[config.mk]
export PLATFORM = sky130hd
export DESIGN_NAME = insn_fetch_queue
export DESIGN_NICKNAME = d
export VERILOG_FILES = /design/src/rtl/insn_fetch_queue.sv
export SDC_FILE = /design/constraint.sdc
export NUM_CORES = 1
export LEC_CHECK = 0
export CELL_PAD_IN_SITES_DETAIL_PLACEMENT = 1
export CELL_PAD_IN_SITES_GLOBAL_PLACEMENT = 1
export CORE_UTILIZATION = 46
export CTS_CLUSTER_SIZE = 20
export DETAILED_ROUTE_END_ITERATION = 10
export GPL_TIMING_DRIVEN = 0
export PLACE_DENSITY_LB_ADDON = 0.1
export SYNTH_ARGS = -nofsm -noshare
export SYNTH_HDL_FRONTEND = slang
export SYNTH_SLANG_ARGS = --single-unit
[constraint.sdc]
create_clock -name clk -period 11 [get_ports clk]
set_input_delay 2.2 -clock clk [delete_from_list [all_inputs] [get_ports clk]]
set_output_delay 2.2 -clock clk [all_outputs]
set_load 0.005 [all_outputs]
[src/rtl/insn_fetch_queue.sv]
// Fetch-to-decode instruction queue: holds insn, PC and branch-prediction
// metadata and presents the oldest entry through a valid/ready handshake.
module insn_fetch_queue #(
  parameter int LG_DEPTH  = 3,
  parameter int M_WIDTH   = 32,
  parameter int LG_PHT_SZ = 16,
  parameter int AF_THRESH = 6
) (
  input  logic                 clk,
  input  logic                 reset,
  input  logic                 flush,
  input  logic                 in_valid,
  output logic                 in_ready,
  input  logic [31:0]          in_insn,
  input  logic [M_WIDTH-1:0]   in_pc,
  input  logic                 in_pred,
  input  logic [LG_PHT_SZ-1:0] in_pht_idx,
  input  logic [M_WIDTH-1:0]   in_pred_target,
  output logic                 out_valid,
  input  logic                 out_ready,
  output logic [31:0]          out_insn,
  output logic [M_WIDTH-1:0]   out_pc,
  output logic                 out_pred,
  output logic [LG_PHT_SZ-1:0] out_pht_idx,
  output logic [M_WIDTH-1:0]   out_pred_target,
  output logic [LG_DEPTH:0]    count,
  output logic                 almost_full,
  output logic [31:0]          drop_cnt
);

  localparam int DEPTH = 1 << LG_DEPTH;

  // Handshake: a transfer happens on a rising edge where valid and ready are
  // both high and flush is low; ready never depends on the opposite side.

  logic [LG_DEPTH:0] head_q, head_d, tail_q, tail_d;
  logic [31:0]       drop_q, drop_d;
  logic              full, empty, push, pop;

  logic [31:0]          insn_mem [DEPTH];
  logic [M_WIDTH-1:0]   pc_mem   [DEPTH];
  logic                 pred_mem [DEPTH];
  logic [LG_PHT_SZ-1:0] pht_mem  [DEPTH];
  logic [M_WIDTH-1:0]   tgt_mem  [DEPTH];

  assign empty = (head_q == tail_q);
  assign full  = (head_q[LG_DEPTH] != tail_q[LG_DEPTH]) &&
                 (head_q[LG_DEPTH-1:0] == tail_q[LG_DEPTH-1:0]);

  assign in_ready  = !full;
  assign out_valid = !empty;
  assign push      = in_valid && in_ready && !flush;
  assign pop       = out_valid && out_ready && !flush;

  always_comb begin
    head_d = head_q;
    tail_d = tail_q;
    drop_d = drop_q;
    if (flush) begin
      head_d = '0;
      tail_d = '0;
    end else begin
      if (push) tail_d = tail_q + (LG_DEPTH+1)'(1);
      if (pop)  head_d = head_q + (LG_DEPTH+1)'(1);
    end
    // Back-pressure counter saturates rather than wrapping and survives flush.
    if (in_valid && !in_ready && !flush && (drop_q != 32'hFFFF_FFFF))
      drop_d = drop_q + 32'd1;
  end

  always_ff @(posedge clk or negedge reset) begin
    if (!reset) begin
      head_q <= '0;
      tail_q <= '0;
      drop_q <= '0;
    end else begin
      head_q <= head_d;
      tail_q <= tail_d;
      drop_q <= drop_d;
    end
  end

  // Storage is deliberately left unreset; pointers alone define validity.
  always_ff @(posedge clk) begin
    if (push) begin
      insn_mem[tail_q[LG_DEPTH-1:0]] <= in_insn;
      pc_mem[tail_q[LG_DEPTH-1:0]]   <= in_pc;
      pred_mem[tail_q[LG_DEPTH-1:0]] <= in_pred;
      pht_mem[tail_q[LG_DEPTH-1:0]]  <= in_pht_idx;
      tgt_mem[tail_q[LG_DEPTH-1:0]]  <= in_pred_target;
    end
  end

  assign out_insn        = insn_mem[head_q[LG_DEPTH-1:0]];
  assign out_pc          = pc_mem[head_q[LG_DEPTH-1:0]];
  assign out_pred        = pred_mem[head_q[LG_DEPTH-1:0]];
  assign out_pht_idx     = pht_mem[head_q[LG_DEPTH-1:0]];
  assign out_pred_target = tgt_mem[head_q[LG_DEPTH-1:0]];

  assign count       = tail_q - head_q;
  assign almost_full = (32'(count) >= 32'(AF_THRESH));
  assign drop_cnt    = drop_q;

endmodule

**Yosys cells after proc, flatten, opt, wreduce, memory -nomap -nowiden**

Memory sizes are Yosys's and may differ from the RTL's.
Cells that the tools add are included.

- Output and inout port bits: 152
- Bits in registers: 40
- Word-level logic and storage cells: 36
- Memories: 5
- RAM bits: 904

- Reductions and logical operators: 13
- Equality and inequality tests: 4
- Multiplexer cells: 6
- $add $sub $neg: 4
- Order comparisons: 1

Memory list:

| memory | depth | width | read ports | clocked after Yosys merged registers in | write ports | line | text |
|---|---|---|---|---|---|---|---|
| insn_mem | 8 | 32 | 1 | 0 | 1 | 40 | `logic [31:0] insn_mem [DEPTH];` |
| pc_mem | 8 | 32 | 1 | 0 | 1 | 41 | `logic [M_WIDTH-1:0] pc_mem [DEPTH];` |
| tgt_mem | 8 | 32 | 1 | 0 | 1 | 44 | `logic [M_WIDTH-1:0] tgt_mem [DEPTH];` |
| pht_mem | 8 | 16 | 1 | 0 | 1 | 43 | `logic [LG_PHT_SZ-1:0] pht_mem [DEPTH];` |
| pred_mem | 8 | 1 | 1 | 0 | 1 | 42 | `logic pred_mem [DEPTH];` |

Operator list:

| cell | number |
|---|---|
| $add A32 B1 Y32 const B | 1 |
| $ne A32 B32 Y1 const B | 1 |
| $mux W4 | 4 |
| $add A4 B1 Y4 const B | 2 |
| $logic_and A1 B1 Y1 | 8 |
| $eq A4 B4 Y1 | 1 |
| $ge A4 B3 Y1 const B | 1 |
| $reduce_bool A2 Y1 | 2 |
| $sub A4 B4 Y4 | 1 |
| $eq A3 B3 Y1 | 1 |
| $logic_not A1 Y1 | 3 |
| $mux W1 | 2 |
| $ne A1 B1 Y1 | 1 |

**Longest topological paths before layout**

Gate-level depths: netlist of the first run.

- Depth after elaboration: 7
- Mapped depth: 9

**Worst setup path before layout of the first run**

Ideal clock, no wire load.

- Kind: input to register
- From: input port in_valid
- To: memory insn_mem[1][0] (enable)
- Required time: 10,277 ps
- Arrival: 10,286 ps
- Buffers on the path: 0
- Slack: -10 ps
- Setup time: 723 ps
- Stages on the path: 4
- Cell sequence: o21ai_0 > nor2_1 > nand2_1 > nor3_1

- Longest elaborated chain between the ends: 4

Ends and longest elaborated chain:

| what | line | text |
|---|---|---|
| start: declaration | 12 | `input logic in_valid,` |
| $logic_and A1 B1 Y1 (2 in series) | 52 | `assign push = in_valid && in_ready && !flush;` |
| $mux W1 | 85 | `if (push) begin` |
| $mux W1 (not written as such) | 86 | `insn_mem[tail_q[LG_DEPTH-1:0]] <= in_insn;` |
| end: declaration | 40 |  |

Every way passes these cells.

**Final worst setup path of the first run**

- From: register head_q[1]
- To: output port almost_full

- Longest elaborated chain between the ends: 2

Ends and longest elaborated chain:

| what | line | text |
|---|---|---|
| start: declaration | 36 | `logic [LG_DEPTH:0] head_q, head_d, tail_q, tail_d;` |
| start signal: assignment | 73 | `head_q <= '0;` |
| start signal: assignment | 77 | `head_q <= head_d;` |
| $sub A4 B4 Y4 | 100 | `assign count = tail_q - head_q;` |
| $ge A4 B3 Y1 | 101 | `assign almost_full = (32'(count) >= 32'(AF_THRESH));` |
| end: declaration | 27 | `output logic almost_full,` |

Every way passes these cells.

==> impl_metrics.yaml, run 1 <==
global_route:
  grt_first_pass_wirelength_um: 128000
  grtUsageTotal_pct: 22.2
  grt_max_degree: 37
  antenna_found_initial: 12
  gr-total-overflow: 0
  grt_pass1_vias: 19500
routing:
  vias_per_cell: 5.47
  wl_per_cell_um: 26.2
  drt-total-wl_um: 86700
  drtIter0Drc: 1256
  dr.pass1.iters: 5
  ant_nets: 0
  via_count: 18100
  drcViolationCount: 0
setup_path:
  worstSetupPathType: "register to output port"
  cp_max_fo: 10
  worstReg2RegEnd: "pc_mem[3][19]"
  ff2ff_path_depth: 14
  critPathArrivalTime_ns: 4.04
  r2r_slack_ns: 5.85
  start_kind: "register"
  critPathCapture: "almost_full"
  startpoint: "head_q[1]"
  worstReg2RegStart: "head_q[1]"
  end_kind: "output port"
  crit_required_ns: 8.80
sta:
  setup_slack_ns: 4.76
  maxClockFrequency_ghz: 0.160
  clock_skew_ns: 0.0248
  min_period_over_period_pct: 56.7
  period_needed_ns: 6.24
  rsz0062_at_grt: "false"
  hold_violations: 0
  max_slew.worst_pin.slew_ns: 1.31
  drv_slew: 0
  setup_viol: 0
  slew_headroom_pct: 12.6
pwr:
  power_uw: 8490
  ir_drop_mv: 0.129
  power_density_nw_per_um2: 191
  leakage_uw: 0.0145
final_layout:
  syn2layout_area_growth_pct: 23.4
  antenna_cells: 0
  regArea_um2: 28100
  mostFrequentLayoutCells: "edfxtp_1 (904), nand2_1 (359), clkdlybuf4s50_1 (268)"
  multi_input_area_um2: 7570
  final_common_cell: "edfxtp_1"
  drive_above_1_share_pct: 20.4
  nNetsFinal: 2306
  fill_cells: 6713
  final_core_util_pct: 57.4
logic_synthesis:
  syn_nets: 1887
  synth-edff-count: 904
  yosysWarnings: 0
  synth_flop_cell: "edfxtp_1"
  ys_ff_latch: 944
  syn_inst: 1762
  synth_seq_area_share_pct: 78.2
  synth_cell_types: 41
  netlist_area_um2: 36000
  syn_avg_cell_area_um2: 20.4
  async_reset_ff_share_pct: 4.24
cts:
  cts_buffers: 98
  clk_pin_slew_worst_paths_ns: 0.06
  cts.sinks: 944
  cts_resized: 0
  h-tree-depth: 3
  cts_tree: "built"
  holdBufCountCts: 0
  cts_setup_buffers: 0
  insertion_delay_ns: 0.66
  root_buffer: "clkbuf_16"
  cts_max_path_buffers: 3
die:
  io-pin-count: 270
  die_w_um: 282
  dieArea_um2: 79400
  die_y_um: 282
  start_util_pct: 46.5
  fp-row-count: 102
  core_um2: 77500
run:
  drv_cap: 0
placed_design:
  pre_cts_slack_ns: 5.35
  hpwl_um: 55700
  gp_congestion: 0.747
  portBuffers: 269
hold_path:
  min_path_type: "register to register"
run_status:
  status: "finished, final reports clean"
[state kept, by name, indices dropped and copies added, names as in the netlist]
name	cells
drop_cnt	32
head_q	4
insn_mem	256
pc_mem	256
pht_mem	128
pred_mem	8
tail_q	4
tgt_mem	256
[synthesized netlist by cell type, types with 2 or more instances]
master	n	area, um^2
edfxtp_1	904	27100
nor2_1	19	71.3
mux4_2	226	5090
dfrtp_1	40	1000
clkbuf_1	45	169
nand2_1	359	1350
buf_2	23	115
xnor2_1	30	263
a21o_1	2	15.0
o21ai_0	2	10.0
inv_1	6	22.5
a211oi_1	2	15.0
nor4_1	2	12.5
a21oi_1	4	20.0
nor3_1	8	40.0
nand3_1	16	80.1
and4_1	4	35.0
and3_1	7	43.8
buf_1	11	41.3
ha_1	6	75.1
nand4_1	18	113
xor2_1	9	78.8
[routing by layer]
| layer | routed length [um] | up-vias | track usage [%] |
|---|---|---|---|
| li1 | - | 7894 | - |
| met1 | 37700 | 9656 | 30.6 |
| met2 | 42800 | 387 | 36.4 |
| met3 | 4590 | 127 | 5.00 |
| met4 | 1540 | 22 | 4.89 |
| met5 | 145 | - | 0 |
[power by group]
part | internal, uW | leakage [uW] | switching, uW
Sequential | 3990 | 0.00872 | 13.5
Combinational | 629 | 0.00422 | 541
Clock | 1950 | 0.00159 | 1370
[cell type report]
cell class                      count  area share (%)
Timing Repair Buffer              319            8.60
Inverter                            7          0.0591
Sequential cell                   944            63.3
Clock buffer                      114            5.75
Clock inverter                     69            1.53
Buffer                             80           0.743
Tap cell                         1040            2.93
Multi-Input combinational cell    731            17.0
[metrics by stage]
| step | hold WS, ns | TNS, ns | cells | instance area (um^2) |
|---|---|---|---|---|
| finish | 0.502 | 0 | 3304 | 44400 |
| global route | 0.515 | 0 | 3304 | 44400 |
| CTS | 0.505 | 0 | 3304 | 44400 |
| detailed placement | 0.493 | 0 | 3121 | 41200 |
| global placement | 0.487 | -2495.82 | 3071 | 40000 |
| floorplan | 0.484 | 0 | 1762 | 36000 |
[how the worst min path moves through the flow]
stage                             from      endpoint  slack [ns]  cells past startpoint
final                     drop_cnt[31]  drop_cnt[31]        0.50                      1
after global routing      drop_cnt[31]  drop_cnt[31]        0.52                      1
after CTS                 drop_cnt[31]  drop_cnt[31]        0.50                      1
after detailed placement  drop_cnt[31]  drop_cnt[31]        0.49                      1
after global placement    drop_cnt[31]  drop_cnt[31]        0.49                      1
after floorplan           drop_cnt[31]  drop_cnt[31]        0.48                      1
[critical path, cell delays in order, from the launching register on]
cell             delay (ns)
dfrtp_1                0.49
buf_1                  0.63
clkbuf_1               0.64
inv_1                  0.11
ha_1                   0.35
a21o_1                 0.17
a21oi_1                0.17
xnor2_1                0.21
a21o_1                 0.12
clkdlybuf4s50_1        0.50
[cell families (layout without fill, tap and decap cells)]
family | after synthesis | after routing | synth area share (%)
compound gates | 14 | 14 | 0.313
xor+xnor | 39 | 39 | 0.949
fa+ha+maj | 7 | 7 | 0.264
buf+inv | 87 | 589 | 0.990
flops | 944 | 944 | 78.2
mux | 228 | 228 | 14.2
simple gates | 443 | 443 | 5.12
(Power assumes the default switching activity.)
==> inputs of run 2 (changes only) <==
--- a/config.mk
+++ b/config.mk
@@ -7,7 +7,7 @@
 export LEC_CHECK = 0
 export CELL_PAD_IN_SITES_DETAIL_PLACEMENT = 1
 export CELL_PAD_IN_SITES_GLOBAL_PLACEMENT = 1
-export CORE_UTILIZATION = 46
+export CORE_UTILIZATION = 51
 export CTS_CLUSTER_SIZE = 20
 export DETAILED_ROUTE_END_ITERATION = 10
 export GPL_TIMING_DRIVEN = 0
==> constraint.sdc (replaced) <==
create_clock -name clk -period 6.3 [get_ports clk]
set_input_delay 1.26 -clock clk [delete_from_list [all_inputs] [get_ports clk]]
set_output_delay 1.26 -clock clk [all_outputs]
set_load 0.005 [all_outputs]
==> run 2 against run 1 <==
Combinational power grew 74%. Worst hold slack lost 0.050 ns. Die area shrank 9.7%. Critical path depth shrank 2. Setup slack lost 3.6 ns. Clock skew shrank 0.0046 ns. Via count grew 0.77%. Core utilization grew 5.5 points. Sequential power grew 74%. Design area shrank 1.1%. Critical endpoint is now out_pc[5]. Largest cell class unchanged.
==> impl_metrics.yaml, run 2 (synthesized netlist as in run 1, its figures left out) <==
pwr:
  power_density_nw_per_um2: 331
  switching_share_pct: 22.7
  p_int_uw: 11200
  leakage_uw: 0.0144
  combPwrFrac_pct: 14.0
  p_sw_uw: 3300
  ir_drop_mv: 0.280
  p_clk_share_pct: 37.9
  seq_power_share_pct: 48.1
cts:
  clk_pin_slew_worst_paths_ns: 0.07
  cts_max_path_buffers: 3
  cts_resized: 0
  cts_tree: "built"
  cts_setup_buffers: 0
  cts_buffers: 95
  h-tree-depth: 3
  holdBufCountCts: 0
  cts.sinks: 944
  insertion_delay_ns: 0.64
  root_buffer: "clkbuf_16"
sta:
  max_slew.worst_pin.slew_ns: 1.27
  maxClockFrequency_ghz: 0.195
  hold_violations: 0
  rsz0062_at_grt: "false"
  clock_skew_ns: 0.0202
  slew_headroom_pct: 15.4
  setup_viol: 0
  period_needed_ns: 5.12
  min_period_over_period_pct: 81.3
  drv_slew: 0
die:
  start_util_pct: 51.5
  die_y_um: 268
  io-pin-count: 270
  die_w_um: 268
  fp-row-count: 97
  dieArea_um2: 71700
  core_um2: 69900
final_layout:
  fin_cells: 3193
  drive_above_1_share_pct: 19.9
  fin_area_um2: 44000
  final_common_cell: "edfxtp_1"
  syn2layout_area_growth_pct: 22.1
  regArea_um2: 28100
  nNetsFinal: 2301
  final_core_util_pct: 62.9
  multi_input_area_um2: 7570
  fill_cells: 5918
  mostFrequentLayoutCells: "edfxtp_1 (904), nand2_1 (359), clkdlybuf4s50_1 (268)"
placed_design:
  dp_cells: 3019
  placed_cell_area_um2: 40900
  hpwl_um: 55200
  gp_congestion: 0.761
  portBuffers: 269
routing:
  vias_per_cell: 5.71
  via_count: 18200
  wl_per_cell_um: 27.1
  ant_nets: 0
  drcViolationCount: 0
  drtIter0Drc: 1438
  dr.pass1.iters: 7
  drt-total-wl_um: 86700
setup_path:
  start_kind: "register"
  worstReg2RegStart: "head_q[1]"
  cp_max_fo: 11
  worstSetupPathType: "register to output port"
  worstReg2RegEnd: "tgt_mem[1][0]"
  r2r_slack_ns: 1.66
  end_kind: "output port"
  crit_required_ns: 5.04
  critPathArrivalTime_ns: 3.86
  ff2ff_path_depth: 12
hold_path:
  min_path_type: "input port to asynchronous set/reset pin"
run:
  drv_cap: 0
global_route:
  grt_first_pass_wirelength_um: 128000
  antenna_found_initial: 12
  gr-total-overflow: 0
  grt_max_degree: 37
  grtUsageTotal_pct: 24.6
  grt_pass1_vias: 19800
run_status:
  status: "finished, final reports clean"
[run 2: per-layer routing]
layer	part of all wire, %	vias up	track usage [%]
li1	-	7889	-
met1	42	9749	33.5
met2	51	451	41.2
met3	5.2	119	5.27
met4	1.6	18	4.93
met5	0.14	-	0
[run 2: how the worst max path moves through the flow]
stage | cells after the start | from | slack, ns | endpoint
after floorplan | 9 | head_q[1] | -1.08 | insn_mem[7][0]
after global placement | 9 | head_q[1] | -7.10 | pc_mem[2][23]
after detailed placement | 12 | head_q[1] | 1.56 | pht_mem[1][1]
after CTS | 7 | head_q[0] | 1.07 | out_pred_target[0]
after global routing | 7 | head_q[0] | 0.94 | out_pc[31]
final | 7 | head_q[0] | 1.18 | out_pc[5]
[run 2: power by group through the flow]
stage	Sequential (uW)	Combinational (uW)	Clock (uW)
final	6990	2040	5510
after floorplan	7130	1140	0
after global placement	7150	1990	0
after CTS	6990	2090	5620
after global routing	7000	2210	5810
after detailed placement	7130	2070	0
[run 2: per-stage QoR]
step                hold slack [ns]   TNS, ns  total power (uW)  setup slack [ns]
floorplan                     0.484   -880.13              8270             -1.08
global placement              0.489  -6080.74              9140             -7.10
detailed placement            0.492         0              9200              1.56
CTS                           0.417         0             14700              1.07
global route                  0.435         0             15000             0.942
finish                        0.452         0             14600              1.18
[run 2: layout make-up]
class                      count  area share, %
clock buffer                 117           5.78
sequential                   944           64.0
tap                          940           2.68
antenna                        2         0.0114
clock inverter                55           1.11
multi-input combinational    731           17.2
timing repair buffer         317           8.37
buffer                        80          0.751
inverter                       7         0.0598
[run 2: worst max-delay path, cell delays in order, from the launching register on]
cell and delay (ns):
dfrtp_1 0.40, clkbuf_1 0.14, clkbuf_1 0.87, buf_2 0.53
mux4_2 0.56, nand2_1 0.09, nand2_1 0.06, clkdlybuf4s50_1 0.57
==> inputs of run 3 (changes only) <==
==> constraint.sdc (replaced) <==
create_clock -name clk -period 4.9 [get_ports clk]
set_input_delay 0.98 -clock clk [delete_from_list [all_inputs] [get_ports clk]]
set_output_delay 0.98 -clock clk [all_outputs]
set_load 0.005 [all_outputs]
==> run 3 against run 2 <==
Worst hold slack lost 0.20 ns. Design area grew 0.34%. Clock power grew 29%. Non-clock buffer count grew 1. Sequential power grew 29%. Sequential share of layout area shrank 0.22 points. Combinational power grew 29%. First-iteration DRC count shrank 4.3%. Die area is the same. Power grew 29%. Count of clock-buffer cells in the layout is the same. Register-to-register slack lost 1.3 ns. Critical path type unchanged. Highest routed layer unchanged.
==> impl_metrics.yaml, run 3 (synthesized netlist as in run 1, its figures left out) <==
run_status:
  status: "finished, final reports clean"
sta:
  slew_headroom_pct: 32.9
  rsz0062_at_grt: "false"
  clock_skew_ns: 0.0180
  drv_slew: 0
  period_needed_ns: 4.73
  setup_viol: 0
  fin_hold_ws_ns: 0.250
  min_period_over_period_pct: 96.4
  hold_violations: 0
  maxClockFrequency_ghz: 0.212
  max_slew.worst_pin.slew_ns: 1.01
final_layout:
  nNetsFinal: 2303
  fill_cells: 5812
  syn2layout_area_growth_pct: 22.5
  drive_above_1_share_pct: 20.4
  final_core_util_pct: 63.1
  mostFrequentLayoutCells: "edfxtp_1 (904), nand2_1 (359), clkdlybuf4s50_1 (268)"
  final_common_cell: "edfxtp_1"
pwr:
  p_int_uw: 14500
  switching_share_pct: 22.7
  leakage_uw: 0.0145
  p_sw_uw: 4250
  power_density_nw_per_um2: 425
  combPwrFrac_pct: 14.1
  seq_power_share_pct: 48.0
  p_clk_share_pct: 37.9
  ir_drop_mv: 0.373
die:
  start_util_pct: 51.5
  fp-row-count: 97
  io-pin-count: 270
  core_um2: 69900
  die_w_um: 268
  dieArea_um2: 71700
  die_y_um: 268
placed_design:
  portBuffers: 269
  gp_congestion: 0.775
  hpwl_um: 55500
hold_path:
  min_path_type: "input port to asynchronous set/reset pin"
routing:
  drt-total-wl_um: 86400
  wl_per_cell_um: 27.0
  drtIter0Drc: 1376
  vias_per_cell: 5.74
  drcViolationCount: 0
  ant_nets: 0
  via_count: 18300
  dr.pass1.iters: 5
setup_path:
  crit_top_cell: "clkbuf_1"
  crit_path_max_incr_delay_ns: 0.81
  cpMaxStageDelayCell: "clkbuf_1"
  worstSetupPathType: "register to output port"
  cp_max_fo: 10
  start_kind: "register"
  crit_chain: "clkbuf_1 -> clkbuf_1 -> clkbuf_1 -> nand2_1 -> nand2_1 -> clkdlybuf4s50_1"
  critPathArrivalTime_ns: 3.75
  crit_required_ns: 3.92
  end_kind: "output port"
cts:
  cts.sinks: 944
  cts_setup_buffers: 0
  cts_tree: "built"
  h-tree-depth: 3
  cts_max_path_buffers: 3
  cts_buffers: 96
  insertion_delay_ns: 0.64
  clk_pin_slew_worst_paths_ns: 0.06
  root_buffer: "clkbuf_16"
global_route:
  grt_first_pass_wirelength_um: 126000
  grt_max_degree: 27
  grt_pass1_vias: 19400
  antenna_found_initial: 12
  grtUsageTotal_pct: 24.5
  gr-total-overflow: 0
run:
  drv_cap: 0
run 3: cell types whose count changed in the layout (fill, tap and decap cells not counted), moves of 2 or more:
| cell | change |
|---|---|
| clkbuf_8 | -4 |
| clkbuf_1 | -7 |
| diode_2 | +2 |
| clkbuf_2 | +6 |
| buf_12 | -5 |
| clkinv_1 | -2 |
| buf_8 | -4 |
| clkinv_2 | +7 |
| clkinv_8 | -2 |
| clkbuf_16 | +4 |
| buf_16 | +10 |
run 3: area by class of cell:
class	instances	area [um^2]	share of cell area (%)
Clock inverter	56	457	1.04
Antenna cell	4	10.0	0.0227
Tap cell	940	1180	2.67
Clock buffer	117	2590	5.87
Multi-Input combinational cell	731	7570	17.2
Inverter	7	26.3	0.0596
Buffer	80	345	0.783
Sequential cell	944	28100	63.8
Timing Repair Buffer	318	3790	8.60
run 3: stage by stage:
step | power [uW] | setup slack [ns] | std cells | setup TNS, ns | cell area [um^2]
finish | 18700 | 0.174 | 3197 | 0 | 44100
global placement | 11700 | -4.26 | 2971 | -3627.96 | 39900
CTS | 18900 | 0.0825 | 3193 | 0 | 44100
floorplan | 10600 | -0.231 | 1762 | -155.85 | 36100
detailed placement | 11800 | 0.361 | 3020 | 0 | 41100
global route | 19400 | 0.0610 | 3194 | 0 | 44100
run 3: path summary, 6_finish.rpt:
kind	startpoint	end	slack [ns]	cells past startpoint
max	head_q[2]	out_pred_target[28]	0.17	6
min	reset	drop_cnt[12]	0.25	1
max reg2reg	head_q[2]	tgt_mem[1][10]	0.36	12
min reg2reg	drop_cnt[30]	drop_cnt[30]	0.50	1
max in group asynchronous	reset	tail_q[3]	4.18	2
min in group clk	drop_cnt[30]	drop_cnt[30]	0.50	1
run 3: critical path, delay by kind of cell, from the launching register on:
| kind | cells | cell delay (ns) |
|---|---|---|
| AND/OR/NAND/NOR | 2 | 0.31 |
| buffers and inverters | 4 | 2.45 |
| flip-flops | 1 | 0.32 |
run 3: power by group through the flow:
stage / registers [uW] / logic, uW / clock network, uW
final: 8990 / 2640 / 7100
after global routing: 9000 / 2850 / 7510
after CTS: 8990 / 2710 / 7240
after detailed placement: 9160 / 2680 / 0
after global placement: 9180 / 2570 / 0
after floorplan: 9160 / 1470 / 0
run 3: routing by layer:
| metal | up-vias | global-route usage, % | wire length, um |
|---|---|---|---|
| li1 | 7908 | - | - |
| met1 | 9786 | 33.1 | 35700 |
| met2 | 527 | 41.3 | 43800 |
| met3 | 100 | 4.81 | 5350 |
| met4 | 18 | 5.88 | 1350 |
| met5 | - | 0 | 125 |
run 3: timing repair:
action,in CTS,in global routing
gates resized for setup,5,0
hold buffers,0,0
endpoints found under the setup margin,102,0
==> edit 1, RTL diff (flow settings as in run 2) <==
Change the parameter `M_WIDTH` from 32 to 64.
--- a/src/rtl/insn_fetch_queue.sv
+++ b/src/rtl/insn_fetch_queue.sv
@@ -3,5 +3,5 @@
 module insn_fetch_queue #(
   parameter int LG_DEPTH  = 3,
-  parameter int M_WIDTH   = 32,
+  parameter int M_WIDTH   = 64,
   parameter int LG_PHT_SZ = 16,
   parameter int AF_THRESH = 6
Ports: changed (resized in_pc, in_pred_target, out_pc and out_pred_target); port bits go from 270 to 398. The function was not compared with the original's and may differ.
==> edit 1 against run 2 <==
  * Global-route usage increased by 1.2 points
  * Wire length increased by 61%
  * Power increased by 53%
  * Core utilization increased by 0.064 points
  * Non-clock buffer count increased by 205
  * Clock skew decreased by 4.5 ps
  * Synthesized area increased by 53%
  * Setup slack got worse by 480 ps
  * Final cell count increased by 50%
  * Sequential cell count increased by 512
  * Die area increased by 53%
  * Design area increased by 54%
  * Critical endpoint is now out_pred_target[5]
==> edit 1: results (changes against run 2) <==
[outcome] run status finished, final reports clean
[worst_setup_path] last element of the critical path out_pred_target[5]
[logic_synthesis] Post-Synth XOR/XNOR Area 0.619% [-0.33 points]
[placed_design] Port Buffers 396 [+47%]
[pwr] Peak supply drop 0.228 mV [-19%]
[logic_synthesis] Post-Syn Nets 2831 [+50%]
[placed_design] placed inst area 0.0629 sq mm [+54%]
[clock_tree] TritonCTS Buffers 150 [+58%]
[logic_synthesis] share of synthesized area occupied by flip-flops and latches 78.9% [+0.69 points]
[placed_design] minimum setup slack after placement 1390 ps [-167 ps]
[placed_design] half-perimeter wire length after detailed placement 89.8 mm [+63%]
[hold_path] path category of the worst min-delay check flop to flop
[global_route] wire length of the first global-routing pass 201 mm [+58%]
[logic_synthesis] per-instance average area after synthesis 20.9 sq um [+2.2%]
[logic_synthesis] most frequent cells after synthesis sky130_fd_sc_hd__edfxtp_1 (1416), sky130_fd_sc_hd__nand2_1 (556), sky130_fd_sc_hd__mux4_2 (354)
[pwr] total leakage power 22.0 nW [+53%]
[global_route] pin count of the biggest net entering global routing 41 [+11%]
[worst_setup_path] arrival time of the worst setup path 4350 ps [+490 ps]
[logic_synthesis] share of synthesized flip-flops with an asynchronous set or reset 2.75% [-1.5 points]
[logic_synthesis] top area cells in the synthesized netlist sky130_fd_sc_hd__edfxtp_1 (77%), sky130_fd_sc_hd__mux4_2 (14%), sky130_fd_sc_hd__nand2_1 (3.8%)
[worst_setup_path] worst-case reg-to-reg path depth 16 [+4]
[timing] transition at the pin with the smallest max-transition slack 1420 ps [+152 ps]
[layout] ratio of cells with drive above 1 in the final layout 20.7% [+0.75 points]
[clock_tree] clock latency reported for the late side of the worst-skew pair 750 ps [+110 ps]
[global_route] vias in the first global route 29.8k [+50%]
[logic_synthesis] fraction of synthesized area in multiplexers 14.5% [+0.29 points]
[global_route] number of antenna violations at the first check in global routing 26 [+14]
[timing] worst-case setup margin in the final layout 693 ps [-483 ps]
[timing] Min Hold Slack 527 ps [+75.4 ps]
[route] detailed-router iteration count before antenna repair 5 [-2]
[layout] number of nets in the layout 3463 [+50%]
[worst_setup_path] worst reg2reg endpoint pc_mem[0][29]
[route] routed length per placed instance 29.0 um [+6.8%]
[route] DR iter-0 viols 1881 [+31%]
[worst_setup_path] delay of the slowest critical-path stage 1020 ps [+150 ps]
[worst_setup_path] Critical R2R Launch head_q[2]
[placed_design] placer's final routability congestion estimate 0.755 [-0.91%]
==> edit 1: changes by cell type in the layout (fill, tap and decap cells not counted), sizes merged, moves of 9 or more <==
cell	before	now
clkdlybuf4s50	268	395
clkinv	42	57
edfxtp	904	1416
mux4	226	354
diode	2	11
clkbuf	163	249
nand2	359	556
buf	83	149
==> edit 1: routing by layer <==
metal  part of all wire (%)  track usage, %
met5                   0.13               0
met2                     50            42.6
met1                     41            34.2
met3                    6.3            6.28
met4                    2.2            7.27
==> edit 1: power by group <==
part	internal [mW]	total, mW	leakage [nW]	switching (mW)
Clock	4.80	8.33	2.22	3.54
Combinational	1.65	3.13	6.43	1.48
Sequential	10.8	10.8	13.3	0.0360
==> edit 1: area by class of cell <==
class | instances | area [sq um]
antenna | 11 | 27.5
buffer | 122 | 538
clock buffer | 191 | 4050
clock inverter | 71 | 518
fill | 8934 | 39700
inverter | 12 | 45.0
multi-input combinational | 1052 | 11200
sequential | 1456 | 43500
tap | 1403 | 1760
timing repair buffer | 480 | 5850
==> edit 2, RTL diff (flow settings as in run 2) <==
Made on the original files. Reset style: synchronous (`reset`), changed in one clocked block.
--- a/src/rtl/insn_fetch_queue.sv
+++ b/src/rtl/insn_fetch_queue.sv
@@ -69,5 +69,5 @@
   end
 
-  always_ff @(posedge clk or negedge reset) begin
+  always_ff @(posedge clk) begin
     if (!reset) begin
       head_q <= '0;
Check against the original RTL: not settled (the Yosys comparison gave no result); the edit may change what the design does.
==> edit 2 against run 2 <==
  * Count of clock-buffer cells in the layout shrank 11
  * Hold slack gained 75 ps
  * Sequential share of layout area shrank 0.26 points
  * Wire length shrank 5.6%
  * Register-to-register slack gained 890 ps
  * Synthesized area is essentially flat
  * Via count shrank 5.4%
  * Design area is essentially flat
  * Final cell count shrank 5.8%
  * Fmax shrank 13%
  * Setup slack lost 770 ps
  * Sequential cell count grew 3
  * Critical path type unchanged
Power is not compared: it rests on default switching activity, and its combinational part moved more than twofold at a synthesized area within 25%.
==> edit 2: results (changes against run 2) <==
[clock_tree] PostCTS Resize Cnt 0 [unchanged]
[clock_tree] Clock Tree Buf Depth 3 [unchanged]
[worst_setup_path] Crit Path Class flop to output pin
[placed_design] half-perimeter wire length after detailed placement 53.1 mm [-3.9%]
[global_route] number of antenna violations at the first check in global routing 10 [-2]
[hold_path] start point of the worst hold path drop_cnt[23]
[worst_setup_path] largest driver fanout on the critical path 10 [-1]
[route] Via-to-Cell Ratio 5.74 [+0.49%]
[placed_design] placer's final routability congestion estimate 0.761 [about the same]
[clock_tree] CTS root buffer sky130_fd_sc_hd__clkbuf_16
[outcome] run status finished, final reports clean
[worst_setup_path] last element of the critical path out_pred_target[10]
[worst_setup_path] slowest stage cell on the critical path sky130_fd_sc_hd__clkbuf_1
[logic_synthesis] post-synth cell types 50 [+22%]
[route] DR iter-0 viols 1279 [-11%]
[global_route] vias in the first global route 18.8k [-5.0%]
[global_route] wire length of the first global-routing pass 120 mm [-5.7%]
[logic_synthesis] count of flip-flops with a built-in enable after synthesis 904 [unchanged]
[timing] Setup Skew 19.4 ps [-0.738 ps]
[logic_synthesis] YS warnings 0 [unchanged]
[logic_synthesis] most frequent cells after synthesis sky130_fd_sc_hd__edfxtp_1 (904), sky130_fd_sc_hd__mux4_2 (226), sky130_fd_sc_hd__mux2_2 (113)
[route] total wire length after detailed routing 81.8 mm [-5.6%]
[hold_path] path category of the worst min-delay check flop to flop
[layout] number of nets in the layout 2112 [-8.2%]
[worst_setup_path] arrival time of the worst setup path 4640 ps [+780 ps]
[global_route] overall track demand over capacity in global routing 23.2% [-1.3 points]
[logic_synthesis] Post-Syn Nets 1699 [-10%]
[worst_setup_path] worst reg2reg endpoint tgt_mem[1][8]
[worst_setup_path] Critical R2R Launch tail_q[2]
[pwr] Peak supply drop 0.233 mV
[worst_setup_path] worst-case reg-to-reg path depth 9 [-3]
[worst_setup_path] worst-case register-to-register setup slack 2550 ps [+890 ps]
[logic_synthesis] Synth Flop Type sky130_fd_sc_hd__edfxtp_1
[layout] ratio of cells with drive above 1 in the final layout 27.5% [+7.6 points]
[global_route] pin count of the biggest net entering global routing 26 [-30%]
[logic_synthesis] share of synthesized flip-flops with an asynchronous set or reset 0% [-4.2 points]
[timing] worst-case headroom to the max-slew limit 22.5% [+7.1 points]
[clock_tree] post-CTS setup buffers 0 [unchanged]
[clock_tree] clock latency reported for the late side of the worst-skew pair 640 ps [about the same]
[placed_design] placed inst area 0.0410 sq mm [about the same]
[logic_synthesis] top area cells in the synthesized netlist sky130_fd_sc_hd__edfxtp_1 (75%), sky130_fd_sc_hd__mux4_2 (14%), sky130_fd_sc_hd__mux2_2 (3.5%)
[logic_synthesis] share of synthesized area occupied by flip-flops and latches 77.7% [-0.44 points]
[worst_setup_path] delay of the slowest critical-path stage 930 ps [+60 ps]
[worst_setup_path] Most common cell on crit path sky130_fd_sc_hd__clkbuf_1
[hold_path] depth of the worst hold-timing path 2
[placed_design] Port Buffers 269 [unchanged]
[layout] FILL cells 5750 [-2.8%]
[route] detailed-router iteration count before antenna repair 5 [-2]
-- edit 2: routing by layer --
metal	wire (um)	vias to the layer above	global-route usage, %
li1	-	7505	-
met1	33100	9245	29.9
met2	43000	370	40.5
met3	4050	110	4.65
met4	1560	18	6.13
met5	115	-	0
-- edit 2: stage by stage --
step                 TNS, ps  setup WS, ps  std cells  util [%]  hold WS (ps)
finish                     0           403       3007      62.8           527
global route               0           320       3006      62.8           548
CTS                        0           294       3005      62.8           522
detailed placement         0           997       2830      58.6           502
global placement    -5131150         -6560       2783      57.1           486
floorplan            -623010          -911       1574         -           470
-- edit 2: area by class of cell --
class / instances / area [sq um] / area share, %
well taps: 940 / 1180 / 2.68
repair buffers: 316 / 3700 / 8.41
clock inverters: 69 / 509 / 1.16
plain buffers: 71 / 302 / 0.687
multi-input cells: 545 / 7750 / 17.6
flip-flops and latches: 947 / 28000 / 63.8
inverters: 11 / 41.3 / 0.0940
diodes: 2 / 5.00 / 0.0114
clock buffers: 106 / 2440 / 5.55
-- edit 2: worst max-delay path: cells and delay by family, from the launching register on --
family / cells / cell delay, ps
mux: 2 / 700
flops: 1 / 320
buf+inv: 4 / 2970
-- edit 2: kinds of logic (layout without fill, tap and decap cells) --
group	Yosys count	after routing	synth area share [%]
adders and majority gates	7	7	0.264
AOI/OAI and AO/OA	72	72	1.34
xor gates and xnor gates	9	9	0.219
buffers and inverters	82	573	0.952
muxes	340	340	17.7
DFF	947	947	77.7
and+or+nand+nor	117	117	1.80
other	0	2	0
-- edit 2: where the power goes --
group          switching (mW)  internal [mW]  total (mW)
clock network            2.30           3.06        5.37
registers              0.0103           6.93        6.95
logic                   0.188          0.218       0.407
